--- config.mk ---
export PLATFORM = sky130hd
export DESIGN_NAME = mips_prog_loader_flat
export DESIGN_NICKNAME = d
export VERILOG_FILES = /design/src/rtl/mips_pkg.sv /design/src/rtl/mips_prog_loader_if.sv /design/src/rtl/mips_loader_wr_port.sv /design/src/rtl/mips_prog_loader.sv /design/src/flat_wrapper.sv
export SDC_FILE = /design/constraint.sdc
export NUM_CORES = 1
export LEC_CHECK = 0
export ABC_AREA = 1
export CAP_MARGIN = 20
export CORE_ASPECT_RATIO = 1.2
export CORE_MARGIN = 2
export CORE_UTILIZATION = 39
export CTS_CLUSTER_DIAMETER = 40
export DETAILED_ROUTE_END_ITERATION = 8
export PLACE_DENSITY = 0.65
export SYNTH_ARGS = -nofsm -noshare
export SYNTH_HDL_FRONTEND = slang
export SYNTH_SLANG_ARGS = --single-unit
--- constraint.sdc ---
create_clock -name clk_in -period 4.11 [get_ports clk_in]
set_clock_uncertainty 0.05 [all_clocks]
set_input_delay 0.822 -clock clk_in [delete_from_list [all_inputs] [get_ports clk_in]]
set_output_delay 0.822 -clock clk_in [all_outputs]
set_load 0.03 [all_outputs]
--- src/rtl/mips_pkg.sv ---
`default_nettype none
// ============================================================================
// Module : mips_pkg
// Brief  : Shared types and constants for the mips_adv core and its loader.
// Rev    : 1.0  initial release
// ============================================================================
package mips_pkg;

  localparam int         INSTR_W = 32;
  localparam logic [5:0] OPC_HLT = 6'h3f;

  typedef enum logic [1:0] {
    ST_LOAD  = 2'd0,
    ST_FLUSH = 2'd1,
    ST_RUN   = 2'd2,
    ST_DONE  = 2'd3
  } loader_state_e;

endpackage
`default_nettype wire

--- src/rtl/mips_prog_loader_if.sv ---
`default_nettype none
// ============================================================================
// Module : mips_prog_loader_if
// Brief  : Instruction stream in, instruction-memory write port out.
// Rev    : 1.0  initial release
// ============================================================================
interface mips_prog_loader_if #(
  parameter int ADDR_W = 10
) ();
  import mips_pkg::*;

  logic               s_valid;
  logic               s_ready;
  logic [INSTR_W-1:0] s_data;
  logic               s_last;
  logic               mem_we;
  logic [ADDR_W-1:0]  mem_addr;
  logic [INSTR_W-1:0] mem_wdata;

  // master = program source / memory owner, slave = loader
  modport master (
    output s_valid, s_data, s_last,
    input  s_ready, mem_we, mem_addr, mem_wdata
  );

  modport slave (
    input  s_valid, s_data, s_last,
    output s_ready, mem_we, mem_addr, mem_wdata
  );

endinterface
`default_nettype wire

--- src/rtl/mips_loader_wr_port.sv ---
`default_nettype none
// ============================================================================
// Module : mips_loader_wr_port
// Brief  : Registered instruction-memory write stage with its write pointer.
// Rev    : 1.0  initial release
// ============================================================================
module mips_loader_wr_port
  import mips_pkg::*;
#(
  parameter int ADDR_W = 10
) (
  input  wire logic               clk_in,
  input  wire logic               reset,
  input  wire logic               accept_i,
  input  wire logic               clear_i,
  input  wire logic [INSTR_W-1:0] data_i,
  output logic                    mem_we_o,
  output logic [ADDR_W-1:0]       mem_addr_o,
  output logic [INSTR_W-1:0]      mem_wdata_o,
  output logic [ADDR_W:0]         wr_ptr_o
);

  logic               mem_we_q;
  logic [ADDR_W-1:0]  mem_addr_q;
  logic [INSTR_W-1:0] mem_wdata_q;
  logic [ADDR_W:0]    wr_ptr_q;

  // wr_ptr is one wider than the address so it can report a completely full memory
  always_ff @(posedge clk_in or negedge reset) begin
    if (!reset) begin
      mem_we_q    <= 1'b0;
      mem_addr_q  <= '0;
      mem_wdata_q <= '0;
      wr_ptr_q    <= '0;
    end else begin
      mem_we_q <= accept_i;
      if (accept_i) begin
        mem_addr_q  <= wr_ptr_q[ADDR_W-1:0];
        mem_wdata_q <= data_i;
      end
      if (clear_i)
        wr_ptr_q <= '0;
      else if (accept_i)
        wr_ptr_q <= wr_ptr_q + 1'b1;
    end
  end

  assign mem_we_o    = mem_we_q;
  assign mem_addr_o  = mem_addr_q;
  assign mem_wdata_o = mem_wdata_q;
  assign wr_ptr_o    = wr_ptr_q;

endmodule
`default_nettype wire

--- src/rtl/mips_prog_loader.sv ---
`default_nettype none
// ============================================================================
// Module : mips_prog_loader
// Brief  : Streams a program into instruction memory, then runs the core.
// Rev    : 1.0  initial release
// ============================================================================
module mips_prog_loader
  import mips_pkg::*;
#(
  parameter int ADDR_W   = 10,
  parameter int RST_HOLD = 4,
  parameter int TIMEOUT  = 100000,
  parameter int CYC_W    = 32
) (
  input  wire logic           clk_in,
  input  wire logic           reset,
  mips_prog_loader_if.slave   bus,
  input  wire logic           reload,
  output logic                cpu_rst,
  input  wire logic           cpu_halted,
  output logic                load_done,
  output logic                run_done,
  output logic [ADDR_W:0]     word_count,
  output logic [CYC_W-1:0]    run_cycles,
  output logic                err_overflow,
  output logic                err_timeout
);

  localparam int              c_hold_w    = (RST_HOLD > 1) ? $clog2(RST_HOLD) : 1;
  localparam logic [c_hold_w-1:0] c_hold_last = c_hold_w'((RST_HOLD > 0) ? RST_HOLD - 1 : 0);
  localparam logic [CYC_W-1:0]    c_timeout   = CYC_W'(TIMEOUT);

  loader_state_e       state_q;
  logic [c_hold_w-1:0] hold_q;
  logic                cpu_rst_q;
  logic                load_done_q;
  logic                run_done_q;
  logic [ADDR_W:0]     word_count_q;
  logic [CYC_W-1:0]    run_cycles_q;
  logic [CYC_W-1:0]    run_cycles_d;
  logic                err_overflow_q;
  logic                err_timeout_q;

  logic                accept;
  logic                at_top;
  logic                timeout_hit;
  logic [ADDR_W:0]     wr_ptr;

  assign bus.s_ready  = (state_q == ST_LOAD) && !reload;
  assign accept       = bus.s_valid && bus.s_ready;
  assign at_top       = &wr_ptr[ADDR_W-1:0];
  assign run_cycles_d = (&run_cycles_q) ? run_cycles_q : run_cycles_q + 1'b1;
  assign timeout_hit  = (TIMEOUT != 0) && (run_cycles_d == c_timeout);

  mips_loader_wr_port #(
    .ADDR_W (ADDR_W)
  ) u_wr_port (
    .clk_in      (clk_in),
    .reset       (reset),
    .accept_i    (accept),
    .clear_i     (reload),
    .data_i      (bus.s_data),
    .mem_we_o    (bus.mem_we),
    .mem_addr_o  (bus.mem_addr),
    .mem_wdata_o (bus.mem_wdata),
    .wr_ptr_o    (wr_ptr)
  );

  always_ff @(posedge clk_in or negedge reset) begin
    if (!reset) begin
      state_q        <= ST_LOAD;
      hold_q         <= '0;
      cpu_rst_q      <= 1'b1;
      load_done_q    <= 1'b0;
      run_done_q     <= 1'b0;
      word_count_q   <= '0;
      run_cycles_q   <= '0;
      err_overflow_q <= 1'b0;
      err_timeout_q  <= 1'b0;
    end else if (reload) begin
      state_q        <= ST_LOAD;
      hold_q         <= '0;
      cpu_rst_q      <= 1'b1;
      load_done_q    <= 1'b0;
      run_done_q     <= 1'b0;
      run_cycles_q   <= '0;
      err_overflow_q <= 1'b0;
      err_timeout_q  <= 1'b0;
    end else begin
      case (state_q)
        ST_LOAD: begin
          // a beat landing in the last word closes the load even without s_last
          if (accept && (bus.s_last || at_top)) begin
            state_q <= ST_FLUSH;
            hold_q  <= '0;
            if (!bus.s_last)
              err_overflow_q <= 1'b1;
          end
        end
        ST_FLUSH: begin
          if (hold_q == c_hold_last) begin
            state_q      <= ST_RUN;
            cpu_rst_q    <= 1'b0;
            load_done_q  <= 1'b1;
            word_count_q <= wr_ptr;
          end else begin
            hold_q <= hold_q + 1'b1;
          end
        end
        ST_RUN: begin
          run_cycles_q <= run_cycles_d;
          if (cpu_halted) begin
            state_q    <= ST_DONE;
            run_done_q <= 1'b1;
          end else if (timeout_hit) begin
            state_q       <= ST_DONE;
            run_done_q    <= 1'b1;
            err_timeout_q <= 1'b1;
          end
        end
        ST_DONE: begin
          state_q <= ST_DONE;
        end
        default: begin
          state_q <= ST_LOAD;
        end
      endcase
    end
  end

  assign cpu_rst      = cpu_rst_q;
  assign load_done    = load_done_q;
  assign run_done     = run_done_q;
  assign word_count   = word_count_q;
  assign run_cycles   = run_cycles_q;
  assign err_overflow = err_overflow_q;
  assign err_timeout  = err_timeout_q;

endmodule
`default_nettype wire

--- src/flat_wrapper.sv ---
// flat-port wrapper written by rule: the top's interface ports become plain ports
module mips_prog_loader_flat import mips_pkg::*;
#(
  parameter int ADDR_W   = 10,
  parameter int RST_HOLD = 4,
  parameter int TIMEOUT  = 100000,
  parameter int CYC_W    = 32
)
  (clk_in, reset, reload, cpu_rst, cpu_halted, load_done, run_done, word_count, run_cycles, err_overflow, err_timeout, bus_s_valid, bus_s_data, bus_s_last, bus_s_ready, bus_mem_we, bus_mem_addr, bus_mem_wdata);
  mips_prog_loader_if #(.ADDR_W(ADDR_W)) bus_i ();
  input  wire logic clk_in;
  input  wire logic reset;
  input  wire logic reload;
  output logic cpu_rst;
  input  wire logic cpu_halted;
  output logic load_done;
  output logic run_done;
  output logic [ADDR_W:0] word_count;
  output logic [CYC_W-1:0] run_cycles;
  output logic err_overflow;
  output logic err_timeout;
  input wire logic [$bits(bus_i.s_valid)-1:0] bus_s_valid;
  input wire logic [$bits(bus_i.s_data)-1:0] bus_s_data;
  input wire logic [$bits(bus_i.s_last)-1:0] bus_s_last;
  output wire logic [$bits(bus_i.s_ready)-1:0] bus_s_ready;
  output wire logic [$bits(bus_i.mem_we)-1:0] bus_mem_we;
  output wire logic [$bits(bus_i.mem_addr)-1:0] bus_mem_addr;
  output wire logic [$bits(bus_i.mem_wdata)-1:0] bus_mem_wdata;
  assign bus_i.s_valid = bus_s_valid;
  assign bus_i.s_data = bus_s_data;
  assign bus_i.s_last = bus_s_last;
  assign bus_s_ready = bus_i.s_ready;
  assign bus_mem_we = bus_i.mem_we;
  assign bus_mem_addr = bus_i.mem_addr;
  assign bus_mem_wdata = bus_i.mem_wdata;
  mips_prog_loader #(.ADDR_W(ADDR_W), .RST_HOLD(RST_HOLD), .TIMEOUT(TIMEOUT), .CYC_W(CYC_W)) u_core (.clk_in(clk_in), .reset(reset), .bus(bus_i), .reload(reload), .cpu_rst(cpu_rst), .cpu_halted(cpu_halted), .load_done(load_done), .run_done(run_done), .word_count(word_count), .run_cycles(run_cycles), .err_overflow(err_overflow), .err_timeout(err_timeout));
endmodule
==> flow_summary.yaml, run 1 <==
synth:
  yosys_warnings: 0
  synth_xor_area_share_pct: 0.794
  netlist_instances: 758
  synth_fp_nets: 799
  synthMuxAreaShare_pct: 0
  synthTopCellsByArea: "dfrtp_1 (48%), nand2_1 (20%), nor2_1 (6.1%), inv_1 (5.0%), o21ai_0 (4.7%)"
  synth_adder_area_share_pct: 0.681
  synth_top_family_by_area: "simple AND/OR/NAND/NOR gates"
  synth-seq-cells: 106
  syn_area_per_cell_um2: 7.28
  synth_compound_area_share_pct: 8.14
  syn_area_um2: 5520
  synthSimpleGateAreaFrac_pct: 35.4
  synth_cell_types: 36
  synth-seq-area-share_pct: 48.1
  synth.top_cell.area_share_pct: 47.6
  netlist.top_cell.by_area: "dfrtp_1"
sta:
  rsz0062_at_grt: "no"
  hold_viol: 0
  tns_ps: 0
  slew_viol_final: 0
  holdWs_ps: 362
  relSlewSlack_pct: 33.8
  worstMarginPinSlew_ps: 991
  period_share_pct: 80.8
  setup_violations: 0
  fin_crit_ps: 3320
  max_freq_ghz: 0.301
floorplan:
  fp.dieH_um: 134
  dieArea_um2: 15100
  placement_rows: 47
  core_area_um2: 13800
  start_util_pct: 39.9
  dieWidth_um: 113
  design.portCount: 130
pwr:
  peakVddDrop_mv: 0.477
  power.total_mw: 3.35
  p_leak_nw: 3.23
  power.density_nw_per_um2: 460
critical_path:
  rr_startpoint: "u_core.run_cycles[0]"
  endpoint_kind: "primary output"
  critical_path_class: "in2out"
  r2r-end: "u_core.run_done"
  reg2regPathDepth: 16
  cp_data_required_time_ps: 3240
  crit_fanout: 13
  arrival_ps: 2450
  r2r_slack_ps: 1200
  start_kind: "input pin"
clock_tree:
  clk_pin_slew_worst_paths_ps: 70
  postCtsSetupBuffers: 0
  post_cts_resize_count: 0
  htreeDepth: 3
  cts_made_buffers: 9
  insertion_delay_ps: 360
  clock_path_buffers: 2
  cts_root_buffer: "clkbuf_16"
  clkSinkCount: 106
  cts_hold_buf: 0
  cts_tree: "built"
drt:
  ant_nets: 0
  viasPerCell: 5.05
  initialDrtViolationCount: 378
  routedWlPerCell_um: 15.3
  drc: 0
  num_vias: 5352
  dr.pass1.iters: 5
  wl_um: 16200
run:
  maxCapViolations: 0
layout:
  mostFrequentLayoutCell: "nand2_1"
  final_cell_mix: "nand2_1 (290), clkdlybuf4s50_1 (128), dfrtp_1 (105)"
  nFillCells: 1333
  drive_gt1_share_pct: 5.63
  num_antenna_cells: 0
  fin_area_um2: 7290
  nets: 925
  syn_to_final_growth_pct: 32.1
  regArea_um2: 2650
  multiInputGateArea_um2: 2480
global_routing:
  antenna_found_initial: 0
  grt_pass1_wl_um: 26000
  grt_max_degree: 79
  overflow: 0
  grt_use_total_pct: 21.8
  grt_pass1_vias: 5236
run_status:
  status: "finished, final reports clean"
placement:
  portBuffers: 129
  placement.cell_area_um2: 6970
  finalWeightedCongestion: 0.924
  dp_hpwl_um: 11900
hold_path:
  min_path_type: "in2async"
kinds of logic (layout without fill, tap and decap cells):
family,after synthesis,count (layout)
and+or+nand+nor,465,465
DFF,106,106
buffers and inverters,97,227
AOI/OAI and AO/OA,82,82
xor gates and xnor gates,5,5
adders and majority gates,3,3
registers in the layout (all words and copies together), names as in the netlist:
name / count
u_core.run_done: 1
u_core.state_q: 2
u_core.u_wr_port.mem_wdata_o: 32
u_core.hold_q: 2
u_core.u_wr_port.mem_addr_o: 10
u_core.err_timeout: 1
u_core.u_wr_port.wr_ptr_o: 11
u_core.run_cycles: 32
u_core.load_done: 1
u_core.cpu_rst: 1
u_core.err_overflow: 1
u_core.word_count: 11
u_core.u_wr_port.mem_we_o: 1
worst max-delay path by stage:
stage                              start         endpoint  slack, ps  cells after the start
floorplan           u_core.run_cycles[0]  u_core.run_done       1720                     17
global placement                  reload      bus_s_ready        810                      6
detailed placement                reload      bus_s_ready        800                      6
CTS                               reload      bus_s_ready        790                      6
global route                      reload      bus_s_ready        710                      6
finish                            reload      bus_s_ready        790                      6
report_power, final:
part,internal [mW],leakage [nW],switching [mW]
sequential,1.23,1.42,0.121
combinational,0.429,1.68,0.698
clock,0.470,0.130,0.406
total,2.13,3.23,1.23
synth_stat cells:
| master | n |
|---|---|
| nor3_1 | 6 |
| clkbuf_1 | 13 |
| o21a_1 | 2 |
| o32ai_1 | 1 |
| a41oi_1 | 1 |
| nand3b_1 | 1 |
| a21oi_1 | 11 |
| xor2_1 | 4 |
| inv_1 | 73 |
| nand4_1 | 5 |
| o21ai_0 | 52 |
| a31oi_1 | 1 |
| o31ai_1 | 1 |
| nor2_1 | 89 |
| clkinv_2 | 1 |
| o211ai_1 | 1 |
| dfstp_2 | 1 |
| o22ai_1 | 10 |
| nand2_1 | 291 |
| nand2_4 | 3 |
| buf_1 | 6 |
| nand3_1 | 49 |
| nor2_2 | 6 |
| nand3_2 | 2 |
| nor3_2 | 1 |
| xnor2_1 | 1 |
| a22o_1 | 1 |
| nor2_8 | 1 |
| nor2_4 | 4 |
| nand2_2 | 4 |
| nor4_1 | 3 |
| ha_1 | 3 |
| dfrtp_1 | 105 |
| inv_2 | 2 |
| buf_6 | 2 |
| o21ai_2 | 1 |
metal layers:
metal	wire length, µm	track usage, %
met3	1100	4.88
met5	0	0
met4	595	11.3
met1	6410	25.6
met2	8070	37.0
worst max-delay path, stage by stage:
cell	delay [ps]
clkdlybuf4s50_1	390
buf_4	180
inv_1	180
nand2_1	90
inv_1	90
clkdlybuf4s50_1	680
final cells by class:
| class | instances | area share (%) |
|---|---|---|
| clock buffers | 9 | 3.09 |
| clock inverters | 6 | 0.945 |
| inverters | 76 | 3.93 |
| multi-input cells | 555 | 34.1 |
| flip-flops and latches | 106 | 36.4 |
| well taps | 171 | 2.94 |
| repair buffers | 136 | 18.6 |
through the flow:
| stage | utilization (%) | setup WS [ps] | instances |
|---|---|---|---|
| final | 52.7 | 787 | 1059 |
| after global routing | 52.7 | 706 | 1059 |
| after CTS | 52.6 | 793 | 1058 |
| after detailed placement | 50.4 | 802 | 1043 |
| after global placement | 50.4 | 811 | 1043 |
| after floorplan | - | 1720 | 758 |
(Power assumes the default switching activity.)
==> run 2, diff against run 1 <==
clock period = 3.2 ns   (was 4.11 ns; I/O delays follow)
==> run 2 against run 1 <==
Effect of this change:
- power grew 29%
- critical endpoint is now u_core.run_done
- combinational power rose by 28%
- non-clock buffer count rose by 8
- core utilization up 0.53 points
- via count fell by 0.41%
- final cell count is 0.85% higher
- sequential power up 28%
- sequential share of layout area down 0.36 points
- highest routed layer unchanged
==> flow_summary.yaml, run 2 (synthesis gave the netlist of run 1 again) <==
pwr:
  power.density_nw_per_um2: 587
  p_leak_nw: 3.29
  peakVddDrop_mv: 0.427
layout:
  utilization_pct: 53.2
  drive_gt1_share_pct: 6.69
  regArea_um2: 2650
  syn_to_final_growth_pct: 33.4
  nets: 933
  num_antenna_cells: 0
  nFillCells: 1364
  final_cell_mix: "nand2_1 (290), clkdlybuf4s50_1 (127), dfrtp_1 (105)"
  mostFrequentLayoutCell: "nand2_1"
  multiInputGateArea_um2: 2480
  fin_area_um2: 7360
critical_path:
  r2r-end: "u_core.run_done"
  critical_path_class: "reg2reg"
  r2r_slack_ps: 390
  endpoint_kind: "register"
  cp_data_required_time_ps: 3390
  rr_startpoint: "u_core.run_cycles[0]"
  crit_fanout: 27
  start_kind: "register"
  reg2regPathDepth: 16
  arrival_ps: 3000
sta:
  hold_viol: 0
  slew_viol_final: 0
  layout_setup_ws_ps: 386
  max_freq_ghz: 0.355
  tns_ps: 0
  worstMarginPinSlew_ps: 992
  rsz0062_at_grt: "no"
  setup_violations: 0
  fin_crit_ps: 2810
  period_share_pct: 87.9
  relSlewSlack_pct: 33.8
clock_tree:
  htreeDepth: 3
  clk_pin_slew_worst_paths_ps: 80
  clkSinkCount: 106
  cts_hold_buf: 0
  post_cts_resize_count: 0
  cts_root_buffer: "clkbuf_16"
  insertion_delay_ps: 350
  cts_tree: "built"
  cts_made_buffers: 9
  postCtsSetupBuffers: 0
  clock_path_buffers: 2
drt:
  initialDrtViolationCount: 361
  ant_nets: 0
  drc: 0
  viasPerCell: 4.99
  wl_um: 16400
  routedWlPerCell_um: 15.4
  num_vias: 5330
  dr.pass1.iters: 5
floorplan:
  start_util_pct: 39.9
  core_area_um2: 13800
  placement_rows: 47
  design.portCount: 130
  dieWidth_um: 113
  fp.dieH_um: 134
  dieArea_um2: 15100
placement:
  portBuffers: 129
  placement.cell_area_um2: 7050
  finalWeightedCongestion: 0.926
  dp_hpwl_um: 12400
  preCtsSetupSlack_ps: 401
global_routing:
  antenna_found_initial: 0
  grt_max_degree: 62
  grt_pass1_vias: 5200
  grt_use_total_pct: 22.4
  overflow: 0
  grt_pass1_wl_um: 26800
run:
  maxCapViolations: 0
run_status:
  status: "finished, final reports clean"
hold_path:
  min_path_type: "in2async"
==> run 2: worst max path at each step <==
| stage | startpoint | to | slack (ps) | depth (start not counted) |
|---|---|---|---|---|
| after floorplan | u_core.run_cycles[0] | u_core.run_done | 810 | 17 |
| after CTS | u_core.run_cycles[0] | u_core.run_done | 400 | 16 |
| after detailed placement | u_core.run_cycles[0] | u_core.run_done | 400 | 16 |
| after global routing | u_core.run_cycles[0] | u_core.run_done | 140 | 17 |
| final | u_core.run_cycles[0] | u_core.run_done | 390 | 16 |
| after global placement | u_core.run_cycles[0] | u_core.run_done | 460 | 16 |
==> run 2: worst max-delay path, cell delays in order, from the launching register on <==
cell and delay (ps):
dfrtp_1 490, ha_1 330, inv_2 90, nor2_4 190, nand2_4 100, nor2_8 180, nand2_4 230, clkinv_2 190
a21oi_1 90, nor2_2 120, nand2_1 60, nor2_1 160, nand3_2 130, nand2_2 80, nand2_1 50, nand2_1 90
nand2_1 50
==> run 2: routing by layer <==
layer / GRT usage [%] / wire length (µm) / vias up / part of all wire (%)
met5: 0 / 0 / - / 0
met4: 7.86 / 421 / 0 / 2.6
met3: 4.29 / 873 / 25 / 5.3
met2: 39.0 / 8400 / 138 / 51
met1: 27.6 / 6740 / 2499 / 41
li1: - / - / 2668 / -
==> run 2: power breakdown <==
part	total [mW]	switching [mW]	internal, mW
clock	1.14	0.580	0.565
combinational	1.45	0.888	0.557
sequential	1.73	0.150	1.58
total	4.32	1.62	2.70
==> run 2: final cells by class <==
class	instances	area share, %
Timing Repair Buffer	144	19.2
Clock inverter	7	1.14
Inverter	76	3.89
Tap cell	171	2.91
Sequential cell	106	36.1
Multi-Input combinational cell	555	33.8
Clock buffer	9	3.06
==> run 2: stage by stage <==
step | hold slack, ps | std cells | power (mW)
floorplan | 294 | 758 | 2.55
global placement | 413 | 1052 | 3.20
detailed placement | 416 | 1052 | 3.21
CTS | 213 | 1068 | 4.37
global route | 231 | 1068 | 4.55
finish | 199 | 1068 | 4.32
